### src/rtl/watchdog_reset.sv
`default_nettype none
// +--------------------------------------------------------------------------+
// | Module   : watchdog_reset                                                |
// | Purpose  : kickable watchdog driving a fixed-length active-low reset     |
// |            request, with sticky fire cause and saturating fire count.    |
// | Revision : 1.0  initial release                                          |
// +--------------------------------------------------------------------------+
module watchdog_reset #(
   parameter int CNT_W     = 16,
   parameter int TIMEOUT   = 50000,
   parameter int WARN      = 1000,
   parameter int PULSE_LEN = 32
) (
   input  logic             clk_i,
   input  logic             reset_i,
   input  logic             enable_i,
   input  logic             kick_i,
   input  logic             cause_clr_i,
   output logic             nreset_req_o,
   output logic             warn_o,
   output logic             fired_o,
   output logic [7:0]       fire_count_o,
   output logic [CNT_W-1:0] count_o
);

   typedef enum logic [1:0] {
      ST_DISABLED = 2'd0,
      ST_ARMED    = 2'd1,
      ST_FIRING   = 2'd2
   } state_t;

   localparam logic [CNT_W-1:0] c_timeout    = CNT_W'(TIMEOUT);
   localparam logic [CNT_W-1:0] c_warn       = CNT_W'(WARN);
   localparam logic [7:0]       c_pulse_last = 8'(PULSE_LEN - 1);

   state_t           r_state;
   logic [CNT_W-1:0] r_count;
   logic [7:0]       r_pulse_cnt;
   logic             r_nreset_req;
   logic             r_fired;
   logic [7:0]       r_fire_count;
   logic             w_fire_entry;

   // Kick outranks expiry, so a kick landing on count==0 never fires.
   assign w_fire_entry = (r_state == ST_ARMED) && enable_i && !kick_i &&
                         (r_count == '0);

   always_ff @(posedge clk_i or posedge reset_i) begin
      if (reset_i) begin
         r_state      <= ST_DISABLED;
         r_count      <= c_timeout;
         r_pulse_cnt  <= 8'd0;
         r_nreset_req <= 1'b1;
      end else begin
         case (r_state)
            ST_DISABLED: begin
               r_count <= c_timeout;
               if (enable_i) r_state <= ST_ARMED;
            end
            ST_ARMED: begin
               if (!enable_i) begin
                  r_state <= ST_DISABLED;
                  r_count <= c_timeout;
               end else if (kick_i) begin
                  r_count <= c_timeout;
               end else if (r_count == '0) begin
                  r_state      <= ST_FIRING;
                  r_pulse_cnt  <= c_pulse_last;
                  r_nreset_req <= 1'b0;
               end else begin
                  r_count <= r_count - 1'b1;
               end
            end
            ST_FIRING: begin
               // Pulse length is fixed: kick and enable are only sampled at the end.
               if (r_pulse_cnt == 8'd0) begin
                  r_nreset_req <= 1'b1;
                  r_count      <= c_timeout;
                  r_state      <= enable_i ? ST_ARMED : ST_DISABLED;
               end else begin
                  r_pulse_cnt <= r_pulse_cnt - 8'd1;
               end
            end
            default: begin
               r_state      <= ST_DISABLED;
               r_count      <= c_timeout;
               r_nreset_req <= 1'b1;
            end
         endcase
      end
   end

   // A fire coinciding with a clear restarts the statistics at one fire.
   always_ff @(posedge clk_i or posedge reset_i) begin
      if (reset_i) begin
         r_fired      <= 1'b0;
         r_fire_count <= 8'd0;
      end else if (w_fire_entry) begin
         r_fired <= 1'b1;
         if (cause_clr_i)
            r_fire_count <= 8'd1;
         else if (r_fire_count != 8'hFF)
            r_fire_count <= r_fire_count + 8'd1;
      end else if (cause_clr_i) begin
         r_fired      <= 1'b0;
         r_fire_count <= 8'd0;
      end
   end

   assign nreset_req_o = r_nreset_req;
   assign fired_o      = r_fired;
   assign fire_count_o = r_fire_count;
   assign count_o      = r_count;
   assign warn_o       = (r_state == ST_ARMED) && (r_count <= c_warn);

endmodule
`default_nettype wire

### config.mk
export PLATFORM = sky130hd
export DESIGN_NAME = watchdog_reset
export DESIGN_NICKNAME = d
export VERILOG_FILES = /design/src/rtl/watchdog_reset.sv
export SDC_FILE = /design/constraint.sdc
export NUM_CORES = 1
export LEC_CHECK = 0
export CELL_PAD_IN_SITES_DETAIL_PLACEMENT = 1
export CELL_PAD_IN_SITES_GLOBAL_PLACEMENT = 2
export CORE_ASPECT_RATIO = 1.1
export CORE_MARGIN = 1.5
export CORE_UTILIZATION = 36
export DETAILED_ROUTE_END_ITERATION = 12
export MAX_ROUTING_LAYER = met4
export PLACE_DENSITY_LB_ADDON = 0.1
export SYNTH_ARGS = -nofsm -noshare
export SYNTH_HDL_FRONTEND = slang
export SYNTH_SLANG_ARGS = --single-unit
### constraint.sdc
create_clock -name clk_i -period 5.4 [get_ports clk_i]
set_input_delay 0.81 -clock clk_i [delete_from_list [all_inputs] [get_ports clk_i]]
set_output_delay 0.81 -clock clk_i [all_outputs]
set_load 0.02 [all_outputs]
==> out/qor.yml <==
synth_edf_count: 0
routabilityCongestion: 0.8468
pin_count: 32
port-buffer-count: 31
period_share: 0.6238
postCtsHoldBufs: 0
h-tree-depth: 2
dieArea_sq_um: 6043
mappedNetlistNets: 219
clock_tree.buffer_depth: 2
required_ns: 5.56
antenna_left: 0
dr.pass1.iters: 4
post-route-min-period_ns: 3.369
cts_setup_buffers: 0
grt_pass1_wl_mm: 8.852
max-cap-violations: 0
tightest_slew_ns: 0.8326
cts_buffers: 5
clock_latency_ns: 0.29
fin_nets: 252
hold_violations: 0
relSlewSlack: 0.4412
finalSetupTns_ns: 0
finClkSkew_ns: 0.008768
post_cts_resize_count: 0
dp_hpwl_mm: 3.651
wl_per_cell_um: 16.25
start_kind: "input pin"
crit_path_end_kind: "flop"
die_w_um: 74.26
syn_inst: 210
via_count: 1767
cts_tree: "yes"
start_util: 0.3727
grt_pass1_vias: 1845
synth_seq_cells: 36
setup_viol: 0
clock.fmax_ghz: 0.2969
yosysSeqAreaShare: 0.4524
stdcell_area_sq_um: 2471
grt_setup_unrepaired: "no"
rr_worst_depth: 4
synth_warnings: 0
num_rows: 28
ir_worst_vdd_v: 0.00008360
clkTransAtPathRegs_ns: 0.07
status: "finished clean"
drcViolationCount: 0
slew_violations: 0
holdCritPathClass: "reg2reg"
coreArea_sq_um: 5395
holdPathStages: 2
fill_cells: 634
holdPathEnd: "fired_o"
yosysUniqueCellTypes: 45
worstPathMaxFanout: 16
arrival_ns: 3.53
r2r_end: "count_o[0]"
crit_start: "kick_i"
reg2reg_from: "count_o[12]"
drt-total-wl_mm: 5.168
grt_usage: 0.1976
root_buffer: "clkbuf_8"
area_growth_pct: 22.90
power.leakage_uw: 0.0009445
async_flop_share: 1.000
syn_avg_cell_area_sq_um: 9.575
drtIter0Drc: 74
powerDensity_nw_per_um2: 187.4
worstSetupPathType: "in2reg"
regArea_sq_um: 909.6
synth_ff_type: "dfrtp_1"
vias_per_cell: 5.557
place_area_sq_um: 2394
die_h_um: 81.38
grt-ovfl-total: 0
reg2reg_setup_slack_ns: 2.45
antenna_found_initial: 0
holdCritStartpoint: "fired_o"
grt_start_max_net_pins: 37
antenna_cells: 0
cts.sinks: 36
synth_area_sq_um: 2011
multiInputGateArea_sq_um: 1039
drive_above_1_share: 0.1070
## synth_stat cells (3+ instances only)
master	count	area [sq um]
o21ai_0	3	15.01
or4_1	3	22.52
xor2_1	13	113.9
dfrtp_1	29	725.7
a21oi_1	3	15.01
ha_1	4	50.05
o31ai_1	3	22.52
nor2_1	29	108.9
dfstp_2	7	183.9
nor4_1	6	37.54
inv_1	7	26.28
xnor2_1	6	52.55
nand2_1	19	71.32
nor4_2	4	50.05
o21ai_1	4	20.02
or3_1	3	18.77
clkbuf_1	4	15.01
o211ai_1	5	37.54
nand2b_1	4	25.02
nor3_1	11	55.05
nand3_1	12	60.06
## cell type report
type | instances | share of cell area
Clock buffer | 6 | 0.02937
Clock inverter | 1 | 0.002025
Inverter | 7 | 0.01063
Multi-Input combinational cell | 160 | 0.4203
Sequential cell | 36 | 0.3681
Tap cell | 75 | 0.03797
Timing Repair Buffer | 33 | 0.1316
## how the worst max path moves through the flow
stage                       endpoint  slack [ns]  cells past startpoint
after floorplan               warn_o        2.92                      3
after global placement    count_o[0]        1.86                      5
after detailed placement  count_o[0]        1.83                      5
after CTS                 count_o[0]        2.10                      5
after global routing      count_o[0]        1.90                      5
final                     count_o[0]        2.03                      5
## stage by stage
step	utilization	power, uW	cells	hold slack (ns)	setup slack (ns)
after detailed placement	0.4436	286.0	311	0.5135	1.829
after floorplan	-	279.8	210	0.4824	2.916
after global placement	0.4436	285.4	311	0.4989	1.859
final	0.4580	463.1	318	0.5191	2.031
after global routing	0.4580	483.7	318	0.5381	1.904
after CTS	0.4580	472.6	318	0.5245	2.096
## metal layers
layer	vias up	GRT usage	share of wire
met5	-	-	0
met4	0	0.07818	0.019
met3	9	0.04218	0.038
met2	53	0.3313	0.50
met1	884	0.2293	0.44
li1	821	-	-
## flip-flops by register name, indices dropped and copies added, names as in the netlist
register	flops
nreset_req_o	1
fire_count_o	8
r_state	2
count_o	16
r_pulse_cnt	8
fired_o	1
## power by group
group,internal [uW],switching (uW),total [uW],leakage [uW]
Sequential,270,0.00000000000000896,270,0.000442
Combinational,3.31,7.29,10.6,0.000461
Clock,87.8,94.9,183,0.0000410
## critical path, stage by stage
cell	delay [ns]
clkdlybuf4s50_1	0.45
and4bb_1	0.37
nand3_1	0.58
o21ai_1	0.92
mux2_1	0.39
## logic make-up after synthesis
group                    count (synthesis)  share of synthesized area
buffers and inverters                   14                    0.03111
flip-flops                              36                     0.4524
AO/OA/AOI/OAI                           28                    0.09708
AND/OR/NAND/NOR                        106                     0.2962
adder cells (fa/ha/maj)                  4                    0.02489
XOR/XNOR                                19                    0.08276
multiplexers                             3                    0.01556
## layout by cell type (no fill, tap or decap), types with 2 or more instances in the layout
cell type | Yosys | layout
ha_1 | 4 | 4
xor2_1 | 13 | 13
dfrtp_1 | 29 | 29
xnor2_1 | 6 | 6
and3_1 | 2 | 2
or4_1 | 3 | 3
o31ai_1 | 3 | 3
nand2b_1 | 4 | 4
buf_4 | 0 | 2
nand2_1 | 19 | 19
nor3_1 | 11 | 11
a31oi_1 | 2 | 2
o21ai_0 | 3 | 3
inv_1 | 7 | 7
clkbuf_8 | 0 | 5
a21oi_1 | 3 | 3
nand3_1 | 12 | 12
nor4_1 | 6 | 6
or3b_1 | 2 | 2
nor4_2 | 4 | 4
o21ai_1 | 4 | 4
mux2i_1 | 2 | 2
nor4b_1 | 2 | 2
or3_1 | 3 | 3
dfstp_2 | 7 | 7
o2111ai_1 | 2 | 2
clkdlybuf4s50_1 | 0 | 31
o211ai_1 | 5 | 5
nor2_1 | 29 | 29
(Power assumes the default switching activity.)
==> patch: new RTL, same settings <==
The 3 states of `state_t` get a one-hot encoding in 3 bits.
--- a/src/rtl/watchdog_reset.sv
+++ b/src/rtl/watchdog_reset.sv
@@ -23,10 +23,10 @@
    output logic [CNT_W-1:0] count_o
 );
 
-   typedef enum logic [1:0] {
-      ST_DISABLED = 2'd0,
-      ST_ARMED    = 2'd1,
-      ST_FIRING   = 2'd2
+   typedef enum logic [2:0] {
+      ST_DISABLED = 3'b001,
+      ST_ARMED    = 3'b010,
+      ST_FIRING   = 3'b100
    } state_t;
 
    localparam logic [CNT_W-1:0] c_timeout    = CNT_W'(TIMEOUT);
Formal check against the unedited RTL: no difference found for any inputs over 10 cycles, from zero or initial values and one cycle with reset_i high; not proved beyond that.
==> patch against the unedited design <==
Sequential cell count rose by 1; area after synthesis rose by 4.4%; worst setup slack improved by 0.24 ns; core utilization rose by 1.8 points; first-iteration DRC count fell by 1.4%; worst hold slack got worse by 0.031 ns; design area rose by 6.0%; wire length rose by 1.8%; largest cell class unchanged.
Power is not compared: it rests on default switching activity, and its combinational part moved more than twofold at a synthesized area within 25%.
==> patch: results (changes against the unedited design) <==
Layout
  • Nets@finish: 267 (+6.0%)
  • Fillers: 647 (+2.1%)
  • Layout cells sized above 1: 13.9% (+3.2 points)
  • Max reg flops: 16 (unchanged)

Route
  • Wirelength per Cell: 15.8 um (-3.0%)
  • 1st-pass router iterations: 4 (unchanged)
  • Vias per cell: 5.41 (-2.6%)
  • Initial DRC count: 73 (-1.4%)

Clock network
  • H-tree Lvls: 2 (unchanged)
  • Clk buf depth: 2 (unchanged)
  • Clock Latency Late Sink: 0.30 ns
  • Resized Gates After CTS: 0 (unchanged)
  • Clock Tree Root: clkbuf_8
  • TritonCTS Buffers: 5 (unchanged)
  • Clock transition at path regs: 0.08 ns

Synth
  • Seq/Total Area, Yosys: 44.6% (-0.66 points)
  • Post-synth ARST share: 100% (unchanged)
  • Synth Net Count: 230 (+5.0%)
  • Synth top area cells: dfrtp_1 35%, dfstp_2 10%, nor2_1 3.9%
  • Synth top cells by count: 29 x dfrtp_1, 22 x nor2_1, 17 x nand2_1
  • Yosys Warn Count: 0 (unchanged)
  • Unique cell type count in the Yosys netlist: 50 (+11%)

Worst setup path
  • Reg-to-Reg End: r_pulse_cnt[4]
  • Worst r2r src: count_o[0]
  • Cell count of the worst reg-to-reg path: 7 (+3)
  • WP data arrival: 2.32 ns (-1.21 ns)
  • Slowest cell delay on critical path: 0.64 ns (-0.28 ns)
  • CP max stage cell: clkdlybuf4s50_1
  • Crit-path max FO: 6 (-10)

Placed design
  • Port Buffers: 31 (unchanged)
  • RD Place Congestion: 0.767 (-9.4%)
  • Pre-CTS setup slack: 2.41 ns (+0.582 ns)
  • HPWL Detailed: 3.90 mm (+6.9%)

Min path
  • Worst Hold Class: reg2reg
  • Hold path depth: 1 (-1)
  • WHS Endpoint: fired_o

Global route
  • First-pass GRT wire length: 9.19 mm (+3.8%)
  • Vias in the first global route: 1866 (+1.1%)
  • Gr usage total: 19.5% (-0.26 points)
  • Largest net degree at the start of global routing: 38 (+2.7%)

Timing
  • Worst hold slack: 0.488 ns (-0.0310 ns)
  • Min Tclk post-route: 3.13 ns (-0.243 ns)
  • Slew headroom: 43.3% (-0.85 points)
  • Final Skew: 0.00813 ns (-0.000635 ns)

Status
  • Status: completed

Power
  • Clk pwr: 0.000258 W
  • Peak supply drop: 0.000129 V
  • Leakage: 1.02 nW
patch: layout make-up:
cell class                      count  area (um2)  area share, %
Timing Repair Buffer               34         333           12.7
Multi-Input combinational cell    171        1100           42.1
Inverter                            9        33.8           1.29
Tap cell                           75        93.8           3.58
Clock inverter                      2        37.5           1.43
Clock buffer                        6        82.6           3.15
Sequential cell                    37         936           35.7
patch: critical path: cells and delay by family (launching register included):
family / cells / cell delay [ns]
buf+inv: 1 / 0.64
flops: 1 / 0.44
simple gates: 3 / 0.95
patch: cells by family after synthesis:
group	count (synthesis)	share of synthesized area, %
buffers and inverters	13	2.86
DFF	37	44.6
AOI/OAI and AO/OA	43	13.7
muxes	3	1.55
xor gates and xnor gates	12	5.01
adders and majority gates	4	2.38
and+or+nand+nor	109	29.9
patch: through the flow:
step                total power (W)  cells  area [um2]
finish                     0.000671    334        2620
global route               0.000709    334        2620
CTS                        0.000680    334        2620
detailed placement         0.000421    326        2500
global placement           0.000417    326        2500
floorplan                  0.000387    221        2100
patch: metal layers:
| metal | wire (um) | global-route usage, % | vias up |
|---|---|---|---|
| li1 | - | - | 882 |
| met1 | 2580 | 27.4 | 886 |
| met2 | 2430 | 28.5 | 31 |
| met3 | 175 | 3.64 | 8 |
| met4 | 69 | 5.36 | 0 |
| met5 | 0 | - | - |
patch: worst max path at each step:
| stage | start | to | slack (ns) | cells after the start |
|---|---|---|---|---|
| floorplan | count_o[0] | fire_count_o[5] | 2.66 | 8 |
| global placement | enable_i | fire_count_o[4] | 2.48 | 5 |
| detailed placement | enable_i | fire_count_o[3] | 2.41 | 5 |
| CTS | count_o[11] | warn_o | 2.28 | 4 |
| global route | count_o[11] | warn_o | 2.08 | 4 |
| finish | count_o[11] | warn_o | 2.27 | 4 |
